`src/rtl/scr_pkg.sv`:
```
// scr_pkg: types and helpers shared by the scrambler
// frame controller and the scrambler core.
package scr_pkg;

  localparam int SCR_WIDTH_DEF = 7;

  typedef enum logic [2:0] {
    IDLE = 3'd0,
    SEED = 3'd1,
    HDR  = 3'd2,
    PAY  = 3'd3,
    GAP  = 3'd4
  } scr_ctrl_state_t;

  // An all-zero seed would lock the LFSR, so it maps to 1.
  function automatic logic [31:0] seed_fix(
    input logic [31:0] s
  );
    return (s == 32'd0) ? 32'd1 : s;
  endfunction

  // Increment modulo 2^w, skipping the all-zero value.
  function automatic logic [31:0] seed_adv(
    input logic [31:0] s,
    input int unsigned w
  );
    logic [31:0] m;
    m = (32'd1 << w) - 32'd1;
    return seed_fix((s + 32'd1) & m);
  endfunction

endpackage

```
`src/rtl/scr_frame_ctrl_if.sv`:
```
// scr_frame_ctrl_if: upstream valid/ready beat stream
// feeding the scrambler frame controller.
interface scr_frame_ctrl_if #(
  parameter int DATA_WIDTH = 1
);

  logic [DATA_WIDTH-1:0] s_data;
  logic                  s_valid;
  logic                  s_ready;

  modport master (
    output s_data,
    output s_valid,
    input  s_ready
  );

  modport slave (
    input  s_data,
    input  s_valid,
    output s_ready
  );

endinterface

```
`src/rtl/scr_seed_gen.sv`:
```
// scr_seed_gen: per-frame scrambler seed register with
// load at frame start and optional zero-skipping step.
module scr_seed_gen
  import scr_pkg::*;
#(
  parameter int SCR_WIDTH = SCR_WIDTH_DEF
) (
  input  logic                 clk,
  input  logic                 kill,
  input  logic                 load,
  input  logic [SCR_WIDTH-1:0] load_val,
  input  logic                 step,
  output logic [SCR_WIDTH-1:0] seed
);

  logic [SCR_WIDTH-1:0] seed_q;

  // seed: load wins; step only on completed frames
  always_ff @(posedge clk or posedge kill) begin
    if (kill) begin
      seed_q <= SCR_WIDTH'(1);
    end else if (load) begin
      seed_q <= SCR_WIDTH'(seed_fix(32'(load_val)));
    end else if (step) begin
      seed_q <= SCR_WIDTH'(seed_adv(32'(seed_q),
                                    SCR_WIDTH));
    end
  end

  assign seed = seed_q;

endmodule

```
`src/rtl/scr_frame_ctrl.sv`:
```
// scr_frame_ctrl: frame sequencer in front of the
// scrambler core (seed, header, payload, gap).
module scr_frame_ctrl
  import scr_pkg::*;
#(
  parameter int DATA_WIDTH = 1,
  parameter int SCR_WIDTH  = SCR_WIDTH_DEF,
  parameter int HDR_LEN    = 8,
  parameter int LEN_W      = 12,
  parameter int GAP_LEN    = 2
) (
  input  logic                  clk,
  input  logic                  kill,
  input  logic                  start,
  input  logic                  abort,
  input  logic [SCR_WIDTH-1:0]  cfg_seed,
  input  logic                  cfg_seed_ld,
  input  logic                  cfg_seed_step,
  input  logic [LEN_W-1:0]      cfg_pay_len,
  scr_frame_ctrl_if.slave       up,
  output logic [DATA_WIDTH-1:0] core_data_in,
  output logic                  core_data_in_en,
  output logic                  core_scr_en,
  output logic [SCR_WIDTH-1:0]  core_init_val,
  output logic                  core_init_val_en,
  output logic                  core_flush,
  output logic                  busy,
  output logic                  frame_done,
  output logic [15:0]           frame_cnt
);

  localparam logic [LEN_W-1:0] CNT_ONE =
    LEN_W'(1);
  localparam logic [LEN_W-1:0] HDR_LAST =
    LEN_W'(HDR_LEN - 1);
  localparam logic [LEN_W-1:0] GAP_LAST =
    LEN_W'(GAP_LEN - 1);

  scr_ctrl_state_t state_q;
  scr_ctrl_state_t state_d;

  logic [LEN_W-1:0] cnt_q;
  logic [LEN_W-1:0] pay_len_q;
  logic             step_q;
  logic             ready_q;
  logic             flush_q;
  logic [15:0]      fcnt_q;

  logic             beat;
  logic             start_ok;
  logic             abort_ok;
  logic             hdr_last;
  logic             pay_last;
  logic             gap_last;
  logic             done;
  logic             seed_load;
  logic             seed_step;
  logic [SCR_WIDTH-1:0] seed;

  assign beat     = up.s_valid & ready_q;
  assign start_ok = (state_q == IDLE) & start & ~abort;
  assign abort_ok = (state_q != IDLE) & abort;

  assign hdr_last = (cnt_q == HDR_LAST);
  assign pay_last = ((cnt_q + CNT_ONE) == pay_len_q);
  assign gap_last = (cnt_q == GAP_LAST);

  // Completion is the last GAP cycle unless aborted.
  assign done = (state_q == GAP) & gap_last & ~abort;

  // next-state decode; abort overrides every state
  always_comb begin
    state_d = state_q;
    if (abort_ok) begin
      state_d = IDLE;
    end else begin
      unique case (state_q)
        IDLE: begin
          if (start_ok) state_d = SEED;
        end
        SEED: begin
          state_d = HDR;
        end
        HDR: begin
          if (beat && hdr_last) begin
            if (pay_len_q == '0) state_d = GAP;
            else                 state_d = PAY;
          end
        end
        PAY: begin
          if (beat && pay_last) state_d = GAP;
        end
        GAP: begin
          if (gap_last) state_d = IDLE;
        end
        default: begin
          state_d = IDLE;
        end
      endcase
    end
  end

  // state plus ready, decoded from the next state
  always_ff @(posedge clk or posedge kill) begin
    if (kill) begin
      state_q <= IDLE;
      ready_q <= 1'b0;
    end else begin
      state_q <= state_d;
      ready_q <= (state_d == HDR) | (state_d == PAY);
    end
  end

  // beat/gap counter, cleared on any state change
  always_ff @(posedge clk or posedge kill) begin
    if (kill) begin
      cnt_q <= '0;
    end else if (state_d != state_q) begin
      cnt_q <= '0;
    end else if (beat || (state_q == GAP)) begin
      cnt_q <= cnt_q + CNT_ONE;
    end
  end

  // frame config is frozen at the accepted start
  always_ff @(posedge clk or posedge kill) begin
    if (kill) begin
      pay_len_q <= '0;
      step_q    <= 1'b0;
    end else if (start_ok) begin
      pay_len_q <= cfg_pay_len;
      step_q    <= cfg_seed_step;
    end
  end

  // one-cycle core clear following an abort
  always_ff @(posedge clk or posedge kill) begin
    if (kill) flush_q <= 1'b0;
    else      flush_q <= abort_ok;
  end

  // completed-frame counter, wraps naturally
  always_ff @(posedge clk or posedge kill) begin
    if (kill)      fcnt_q <= '0;
    else if (done) fcnt_q <= fcnt_q + 16'd1;
  end

  assign seed_load = start_ok & cfg_seed_ld;
  assign seed_step = done & step_q;

  scr_seed_gen #(
    .SCR_WIDTH (SCR_WIDTH)
  ) u_seed (
    .clk      (clk),
    .kill     (kill),
    .load     (seed_load),
    .load_val (cfg_seed),
    .step     (seed_step),
    .seed     (seed)
  );

  assign up.s_ready        = ready_q;
  assign core_data_in      = up.s_data;
  assign core_data_in_en   = beat;
  assign core_scr_en       = (state_q == PAY);
  assign core_init_val     = seed;
  assign core_init_val_en  = (state_q == SEED);
  assign core_flush        = flush_q;
  assign busy              = (state_q != IDLE);
  assign frame_done        = done;
  assign frame_cnt         = fcnt_q;

endmodule

```
`src/flat_wrapper.sv`:
```
// flat-port wrapper written by rule: the top's interface ports become plain ports
module scr_frame_ctrl_flat import scr_pkg::*;
#(
  parameter int DATA_WIDTH = 1,
  parameter int SCR_WIDTH  = SCR_WIDTH_DEF,
  parameter int HDR_LEN    = 8,
  parameter int LEN_W      = 12,
  parameter int GAP_LEN    = 2
)
  (clk, kill, start, abort, cfg_seed, cfg_seed_ld, cfg_seed_step, cfg_pay_len, core_data_in, core_data_in_en, core_scr_en, core_init_val, core_init_val_en, core_flush, busy, frame_done, frame_cnt, up_s_data, up_s_valid, up_s_ready);
  scr_frame_ctrl_if #(.DATA_WIDTH(DATA_WIDTH)) up_i ();
  input  logic clk;
  input  logic kill;
  input  logic start;
  input  logic abort;
  input  logic [SCR_WIDTH-1:0] cfg_seed;
  input  logic cfg_seed_ld;
  input  logic cfg_seed_step;
  input  logic [LEN_W-1:0] cfg_pay_len;
  output logic [DATA_WIDTH-1:0] core_data_in;
  output logic core_data_in_en;
  output logic core_scr_en;
  output logic [SCR_WIDTH-1:0] core_init_val;
  output logic core_init_val_en;
  output logic core_flush;
  output logic busy;
  output logic frame_done;
  output logic [15:0] frame_cnt;
  input wire logic [$bits(up_i.s_data)-1:0] up_s_data;
  input wire logic [$bits(up_i.s_valid)-1:0] up_s_valid;
  output wire logic [$bits(up_i.s_ready)-1:0] up_s_ready;
  assign up_i.s_data = up_s_data;
  assign up_i.s_valid = up_s_valid;
  assign up_s_ready = up_i.s_ready;
  scr_frame_ctrl #(.DATA_WIDTH(DATA_WIDTH), .SCR_WIDTH(SCR_WIDTH), .HDR_LEN(HDR_LEN), .LEN_W(LEN_W), .GAP_LEN(GAP_LEN)) u_core (.clk(clk), .kill(kill), .start(start), .abort(abort), .cfg_seed(cfg_seed), .cfg_seed_ld(cfg_seed_ld), .cfg_seed_step(cfg_seed_step), .cfg_pay_len(cfg_pay_len), .up(up_i), .core_data_in(core_data_in), .core_data_in_en(core_data_in_en), .core_scr_en(core_scr_en), .core_init_val(core_init_val), .core_init_val_en(core_init_val_en), .core_flush(core_flush), .busy(busy), .frame_done(frame_done), .frame_cnt(frame_cnt));
endmodule
```
`config.mk`:
```
export PLATFORM = sky130hd
export DESIGN_NAME = scr_frame_ctrl_flat
export DESIGN_NICKNAME = d
export VERILOG_FILES = /design/src/rtl/scr_pkg.sv /design/src/rtl/scr_frame_ctrl_if.sv /design/src/rtl/scr_seed_gen.sv /design/src/rtl/scr_frame_ctrl.sv /design/src/flat_wrapper.sv
export SDC_FILE = /design/constraint.sdc
export NUM_CORES = 1
export LEC_CHECK = 0
export ABC_CLOCK_PERIOD_IN_PS = 8950
export CAP_MARGIN = 20
export CORE_MARGIN = 5
export CORE_UTILIZATION = 45
export CTS_CLUSTER_DIAMETER = 150
export DETAILED_ROUTE_END_ITERATION = 10
export PLACE_DENSITY = 0.7
export RECOVER_POWER = 100
export SLEW_MARGIN = 20
export SYNTH_ARGS = -nofsm -noshare
export SYNTH_HDL_FRONTEND = slang
export SYNTH_HIERARCHICAL = 1
export SYNTH_SLANG_ARGS = --single-unit
```
`constraint.sdc`:
```
create_clock -name clk -period 8.95 [get_ports clk]
set_clock_uncertainty 0.2 [all_clocks]
set_input_delay 2.685 -clock clk [delete_from_list [all_inputs] [get_ports clk]]
set_output_delay 2.685 -clock clk [all_outputs]
set_load 0.02 [all_outputs]
```
==> results of run 1 <==
-- metrics by stage --
stage          total power [mW]  hold WS (ns)  area, um^2  util [%]
3_3_place_gp              0.448         0.259        3680      54.5
3_5_place_dp              0.453         0.269        3680      54.5
4_1_cts                   0.597         0.286        3770      55.9
6_report                  0.584         0.278        3750      55.6
2_1_floorplan             0.396         0.271        3120         -
5_1_grt                   0.617         0.302        3750      55.6
-- layout by cell type (no fill, tap or decap), drive strengths merged, types with 9 or more instances in the layout --
cell type / synthesis / routed
dlygate4sd3: 0 / 33
nand2: 26 / 26
nor4: 10 / 10
o21ai: 11 / 11
a21oi: 21 / 21
nor3: 9 / 9
nor2: 22 / 22
xor2: 24 / 24
nand4: 10 / 10
inv: 10 / 11
dfrtp: 52 / 52
mux2: 14 / 14
nand3: 12 / 12
xnor2: 21 / 21
clkdlybuf4s50: 0 / 22
-- worst max-delay path by stage --
stage	to	slack, ns	cells past startpoint
final	frame_done	1.33	5
after floorplan	frame_done	2.66	3
after detailed placement	frame_done	1.47	5
after CTS	frame_done	1.48	5
after global routing	frame_done	1.19	5
after global placement	frame_done	1.51	5
-- kinds of logic after synthesis --
group | synth area share (%)
compound gates | 12.2
xor+xnor | 12.7
fa+ha+maj | 1.61
buf+inv | 3.98
flops | 42.6
mux | 5.06
simple gates | 21.8
-- layer usage --
metal  global-route usage (%)  vias up
met1                     23.2     1244
met2                     28.4       72
li1                         -     1249
met4                     7.08        0
met3                     3.46       16
met5                        0        -
-- worst register-to-register path, cell delays in order (launching register included) --
cell and delay (ns):
dfrtp_1 0.47, ha_1 0.35, xnor2_1 0.13, a2111o_1 0.36
a2111o_1 0.39, or3_2 0.41, o41ai_1 1.60, a21oi_1 0.21
-- flip-flops by register name (all words and copies together), names as in the netlist --
register            flops
u_core/frame_cnt       16
u_core/pay_len_q       12
u_core/u_seed/seed      7
u_core/up.s_ready       1
u_core/cnt_q           12
u_core/core_flush       1
u_core/step_q           1
u_core/state_q          3
-- Yosys cell counts (9+ instances only) --
cell      number  area [um^2]
xnor2_1       21          184
nor4_1        10         62.6
a21oi_1       21          105
nand3_1       11         55.1
o21ai_0       11         55.1
nand4_1       10         62.6
clkbuf_1       9         33.8
xor2_1        24          210
nor3_1         9         45.0
inv_1         10         37.5
mux2_2        14          158
dfrtp_1       52         1300
nor2_1        22         82.6
nand2_1       26         97.6
-- area by class of cell --
type | instances | area, um^2
Clock inverter | 3 | 25.0
Inverter | 10 | 37.5
Clock buffer | 5 | 68.8
Multi-Input combinational cell | 246 | 1640
Sequential cell | 53 | 1330
Tap cell | 80 | 100
Fill cell | 616 | 3000
Timing Repair Buffer | 56 | 554
-- power by group --
part | leakage, nW | total (mW) | switching [mW] | internal [mW]
Clock | 0.0447 | 0.143 | 0.0863 | 0.0567
Combinational | 0.865 | 0.140 | 0.0684 | 0.0713
Sequential | 0.686 | 0.302 | 0.0347 | 0.267
==> results.yml, run 1 <==
cts:
  post-cts-setup-buffers: 0
  clockRootBuffer: "clkbuf_8"
  path_clk_slew_ns: 0.10
  clockBufferDepth: 2
  clk_latency_ns: 0.32
  cts_htree_levels: 2
  numCtsBuffers: 5
  cts_sinks: 53
  cts_hold_buf: 0
  postCtsResizedCells: 0
  cts_tree: "built"
floorplanning:
  rows: 30
  die_area_um2: 8690
  fp.dieH_um: 93.2
  core_area_um2: 6760
  start_util_pct: 46.1
  io-pin-count: 58
  die_w_um: 93.2
worst_hold_path:
  hp-start: "u_core/frame_cnt[15]"
  hold_class: "register to register"
  hold-path-endpoint: "u_core/frame_cnt[15]"
  hold_depth: 1
detailed_routing:
  wire_per_inst_um: 16.0
  via_count: 2581
  detail-route-antenna-nets: 0
  viasPerCell: 5.70
  wl_met3_um: 338
  drc: 0
  drtPass1Iterations: 4
  topRoutingLayerUsed: "met4"
  drt_wl_total_mm: 7.25
  initialDrtViolationCount: 96
  routed-wl-met2_mm: 3.48
  route.layer.met1.wl_mm: 3.25
yosys:
  syn_area_um2: 3120
  synth_top_flop_cell: "dfrtp_1"
  ys_seq_elements: 53
  ys_seq_area_share_pct: 42.6
  syn_area_per_cell_um2: 9.59
  async_reset_ff_share_pct: 100
  ys.warnings.count: 6
  synth_edf_count: 0
  synthCells: 325
  ys_types: 48
  synth_nets: 356
timing:
  hold_viol: 0
  min_period_over_period_pct: 85.2
  setup_violations: 0
  tightest_slew_ns: 1.91
  clock.fmax_ghz: 0.131
  final.min_clock_period_ns: 7.62
  slew_headroom_pct: -28.9
  fin_ws_ns: 1.33
  grt_setup_unrepaired: "no"
  slew_violations: 48
  tns_ns: 0
critical_path:
  path_class: "input port to output pin"
  crit_chain: "dlygate4sd3_1 > nor3_1 > nand2_1 > nor2_1 > dlygate4sd3_1"
  crit_family: "buffers and inverters"
  worst_r2r_path_depth: 7
  cp.buffers_inverters: 2
  worst_ep_required_time_ns: 6.07
  reg2reg_setup_slack_ns: 4.62
  rr_startpoint: "u_core/cnt_q[0]"
  worst_path_most_repeated_cell: "dlygate4sd3_1"
  startpoint: "abort"
  slowest_stage: "dlygate4sd3_1"
  worst_r2r_endpoint: "u_core/cnt_q[10]"
  setup.worst_path.start_class: "input port"
  crit_path_max_fanout: 7
  end_kind: "output pin"
  critPathMaxStageDelay_ns: 0.75
  crit_arrival_ns: 4.74
global_routing:
  grt_max_degree: 47
  grt_pass1_vias: 2541
  grt_usage_pct: 17.6
  antenna_found_initial: 0
  grt_overflow_total: 0
  grt_pass1_wl_mm: 12.3
place:
  portBuffers: 55
  placed_cells: 444
  finalWeightedCongestion: 0.924
  place_ws_ns: 1.47
  dpl.hpwl_mm: 5.48
cells_and_area:
  nNetsFinal: 403
  num_antenna_cells: 0
  final_cells: 453
  areaGrowthSynthToFinish_pct: 20.5
  drive_gt1_share_pct: 8.31
run_status:
  status: "finished with violations"
  violations: "capacitance limit, slew limit"
power:
  cellLeakagePower_nw: 1.60
  p_per_area_nw_per_um2: 156
  ir_drop_mv: 0.0781
flow_run:
  cap_violations: 2
Note: power is estimated with default switching activity, not from simulation.
==> run 2: changes to the inputs <==
--- a/config.mk
+++ b/config.mk
@@ -5,7 +5,7 @@
 export SDC_FILE = /design/constraint.sdc
 export NUM_CORES = 1
 export LEC_CHECK = 0
-export ABC_CLOCK_PERIOD_IN_PS = 8950
+export ABC_CLOCK_PERIOD_IN_PS = 9250
 export CAP_MARGIN = 20
 export CORE_MARGIN = 5
 export CORE_UTILIZATION = 45
@@ -16,5 +16,4 @@
 export SLEW_MARGIN = 20
 export SYNTH_ARGS = -nofsm -noshare
 export SYNTH_HDL_FRONTEND = slang
-export SYNTH_HIERARCHICAL = 1
 export SYNTH_SLANG_ARGS = --single-unit
==> constraint.sdc (replaced) <==
create_clock -name clk -period 9.25 [get_ports clk]
set_clock_uncertainty 0.2 [all_clocks]
set_input_delay 2.775 -clock clk [delete_from_list [all_inputs] [get_ports clk]]
set_output_delay 2.775 -clock clk [all_outputs]
set_load 0.02 [all_outputs]
==> results.yml, run 2 <==
critical_path:
  rr_startpoint: "u_core.cnt_q[2]"
  crit_path_max_fanout: 7
  reg2reg_setup_slack_ns: 5.22
  end_kind: "output pin"
  worst_path_most_repeated_cell: "dlygate4sd3_1"
  worst_r2r_endpoint: "u_core.cnt_q[1]"
  crit_arrival_ns: 4.63
  slowest_stage: "dlygate4sd3_1"
  worst_ep_required_time_ns: 6.28
  path_class: "input port to output pin"
  cp.buffers_inverters: 2
  critPathMaxStageDelay_ns: 0.69
  crit_chain: "dlygate4sd3_1 > or2_0 > nor2_1 > dlygate4sd3_1"
  setup.worst_path.start_class: "input port"
  crit_family: "buffers and inverters"
  worst_r2r_path_depth: 6
floorplanning:
  die_area_um2: 8770
  rows: 30
  core_area_um2: 6790
  fp.dieH_um: 93.6
  io-pin-count: 58
  die_w_um: 93.6
  start_util_pct: 46.3
cells_and_area:
  drive_gt1_share_pct: 6.78
  final_cell_mix: "dfrtp_1, dlygate4sd3_1, xnor2_1"
  final_common_cell: "dfrtp_1"
  largest_register_ffs: 16
  num_antenna_cells: 0
  areaGrowthSynthToFinish_pct: 21.1
  nNetsFinal: 399
global_routing:
  grt_pass1_wl_mm: 12.3
  grt_max_degree: 54
  grt_usage_pct: 17.5
  grt_overflow_total: 0
  grt_pass1_vias: 2496
  antenna_found_initial: 0
yosys:
  synth_top_flop_cell: "dfrtp_1"
  async_reset_ff_share_pct: 100
  yosysMostFrequentCell: "dfrtp_1"
  ys_top_cells_by_count: "dfrtp_1, xnor2_1, nand2_1"
  synth_top_area_share_pct: 41.3
  synth_edf_count: 0
  ys_seq_area_share_pct: 42.2
  syn_area_um2: 3150
  synthCells: 324
  ys_types: 50
  yosys-top-cells-area: "dfrtp_1, xnor2_1, mux2_2"
  ys_seq_elements: 53
  synth_top_area_cell: "dfrtp_1"
  synth_nets: 355
  syn_area_per_cell_um2: 9.72
  ys.warnings.count: 0
cts:
  post-cts-setup-buffers: 0
  clk_latency_ns: 0.31
  cts_htree_levels: 2
  numCtsBuffers: 5
  clockRootBuffer: "clkbuf_8"
  cts_sinks: 53
  clockBufferDepth: 2
  path_clk_slew_ns: 0.10
  cts_hold_buf: 0
  cts_tree: "built"
  postCtsResizedCells: 0
detailed_routing:
  initialDrtViolationCount: 86
  via_count: 2582
  routed-wl-met2_mm: 3.56
  wire_per_inst_um: 15.7
  drt_wl_total_mm: 7.31
  viasPerCell: 5.55
  detail-route-antenna-nets: 0
  drtPass1Iterations: 4
  route.layer.met1.wl_mm: 3.35
  topRoutingLayerUsed: "met4"
  drc: 0
  wl_met3_um: 316
timing:
  hold_viol: 0
  setup_violations: 0
  tightest_slew_ns: 2.84
  tns_ns: 0
  final.min_clock_period_ns: 7.60
  slew_headroom_pct: -89.0
  whs_ns: 0.266
  slew_violations: 70
  clock.fmax_ghz: 0.132
  grt_setup_unrepaired: "no"
  min_period_over_period_pct: 82.2
flow_run:
  cap_violations: 2
place:
  finalWeightedCongestion: 0.812
  dpl.hpwl_mm: 5.38
  portBuffers: 55
worst_hold_path:
  hp-start: "u_core.frame_cnt[15]"
  hold_depth: 1
  hold-path-endpoint: "u_core.frame_cnt[15]"
  hold_class: "register to register"
run_status:
  status: "finished with violations"
  violations: "capacitance limit, slew limit"
power:
  cellLeakagePower_nw: 1.52
  p_per_area_nw_per_um2: 155
  ir_drop_mv: 0.0680
## run 2: where the power goes
part / internal (mW) / leakage, nW / switching [mW]
Clock: 0.0814 / 0.0554 / 0.0796
Combinational: 0.0681 / 0.780 / 0.0689
Sequential: 0.259 / 0.686 / 0.0341
## run 2: how the worst max path moves through the flow
stage | startpoint | end | slack [ns] | cells past startpoint
6_report | abort | frame_done | 1.65 | 4
4_1_cts | abort | frame_done | 1.84 | 4
3_5_place_dp | abort | frame_done | 1.85 | 4
2_1_floorplan | abort | frame_done | 2.86 | 2
3_3_place_gp | abort | frame_done | 1.87 | 4
5_1_grt | abort | frame_done | 1.57 | 4
## run 2: cell families (layout without fill, tap and decap cells)
family,after synthesis,count (layout),share of synthesized area (%)
AOI/OAI and AO/OA,47,47,10.5
xor gates and xnor gates,43,43,12.0
adders and majority gates,4,4,1.59
buffers and inverters,29,74,4.49
DFF,53,53,42.2
muxes,15,15,5.33
and+or+nand+nor,133,133,24.0
## run 2: cell type report
cell class | count | area (um^2)
Tap cell | 96 | 120
Multi-Input combinational cell | 242 | 1660
Sequential cell | 53 | 1330
Timing Repair Buffer | 56 | 554
Clock buffer | 6 | 72.6
Inverter | 10 | 37.5
Fill cell | 618 | 2980
Clock inverter | 2 | 38.8
## run 2: worst register-to-register path: stages, from the launching register on
cell      delay [ns]
dfrtp_1         0.53
nand3_1         0.45
or4_1           0.60
a211oi_1        0.25
o32ai_1         0.16
nor3_1          1.37
o21ai_0         0.28
## run 2: stage by stage
stage	power, mW	util, %	area [um^2]	cells	setup WS, ns
after floorplan	0.381	-	3150	324	2.86
after global placement	0.437	54.8	3720	457	1.87
after detailed placement	0.441	54.8	3720	457	1.85
after CTS	0.601	56.4	3830	465	1.84
after global routing	0.623	56.1	3810	465	1.57
final	0.591	56.1	3810	465	1.65
## run 2: routing by layer
| layer | global-route usage (%) | vias to the layer above |
|---|---|---|
| met5 | 0 | - |
| met4 | 5.05 | 0 |
| met3 | 3.14 | 9 |
| met2 | 28.3 | 56 |
| met1 | 23.9 | 1255 |
| li1 | - | 1262 |
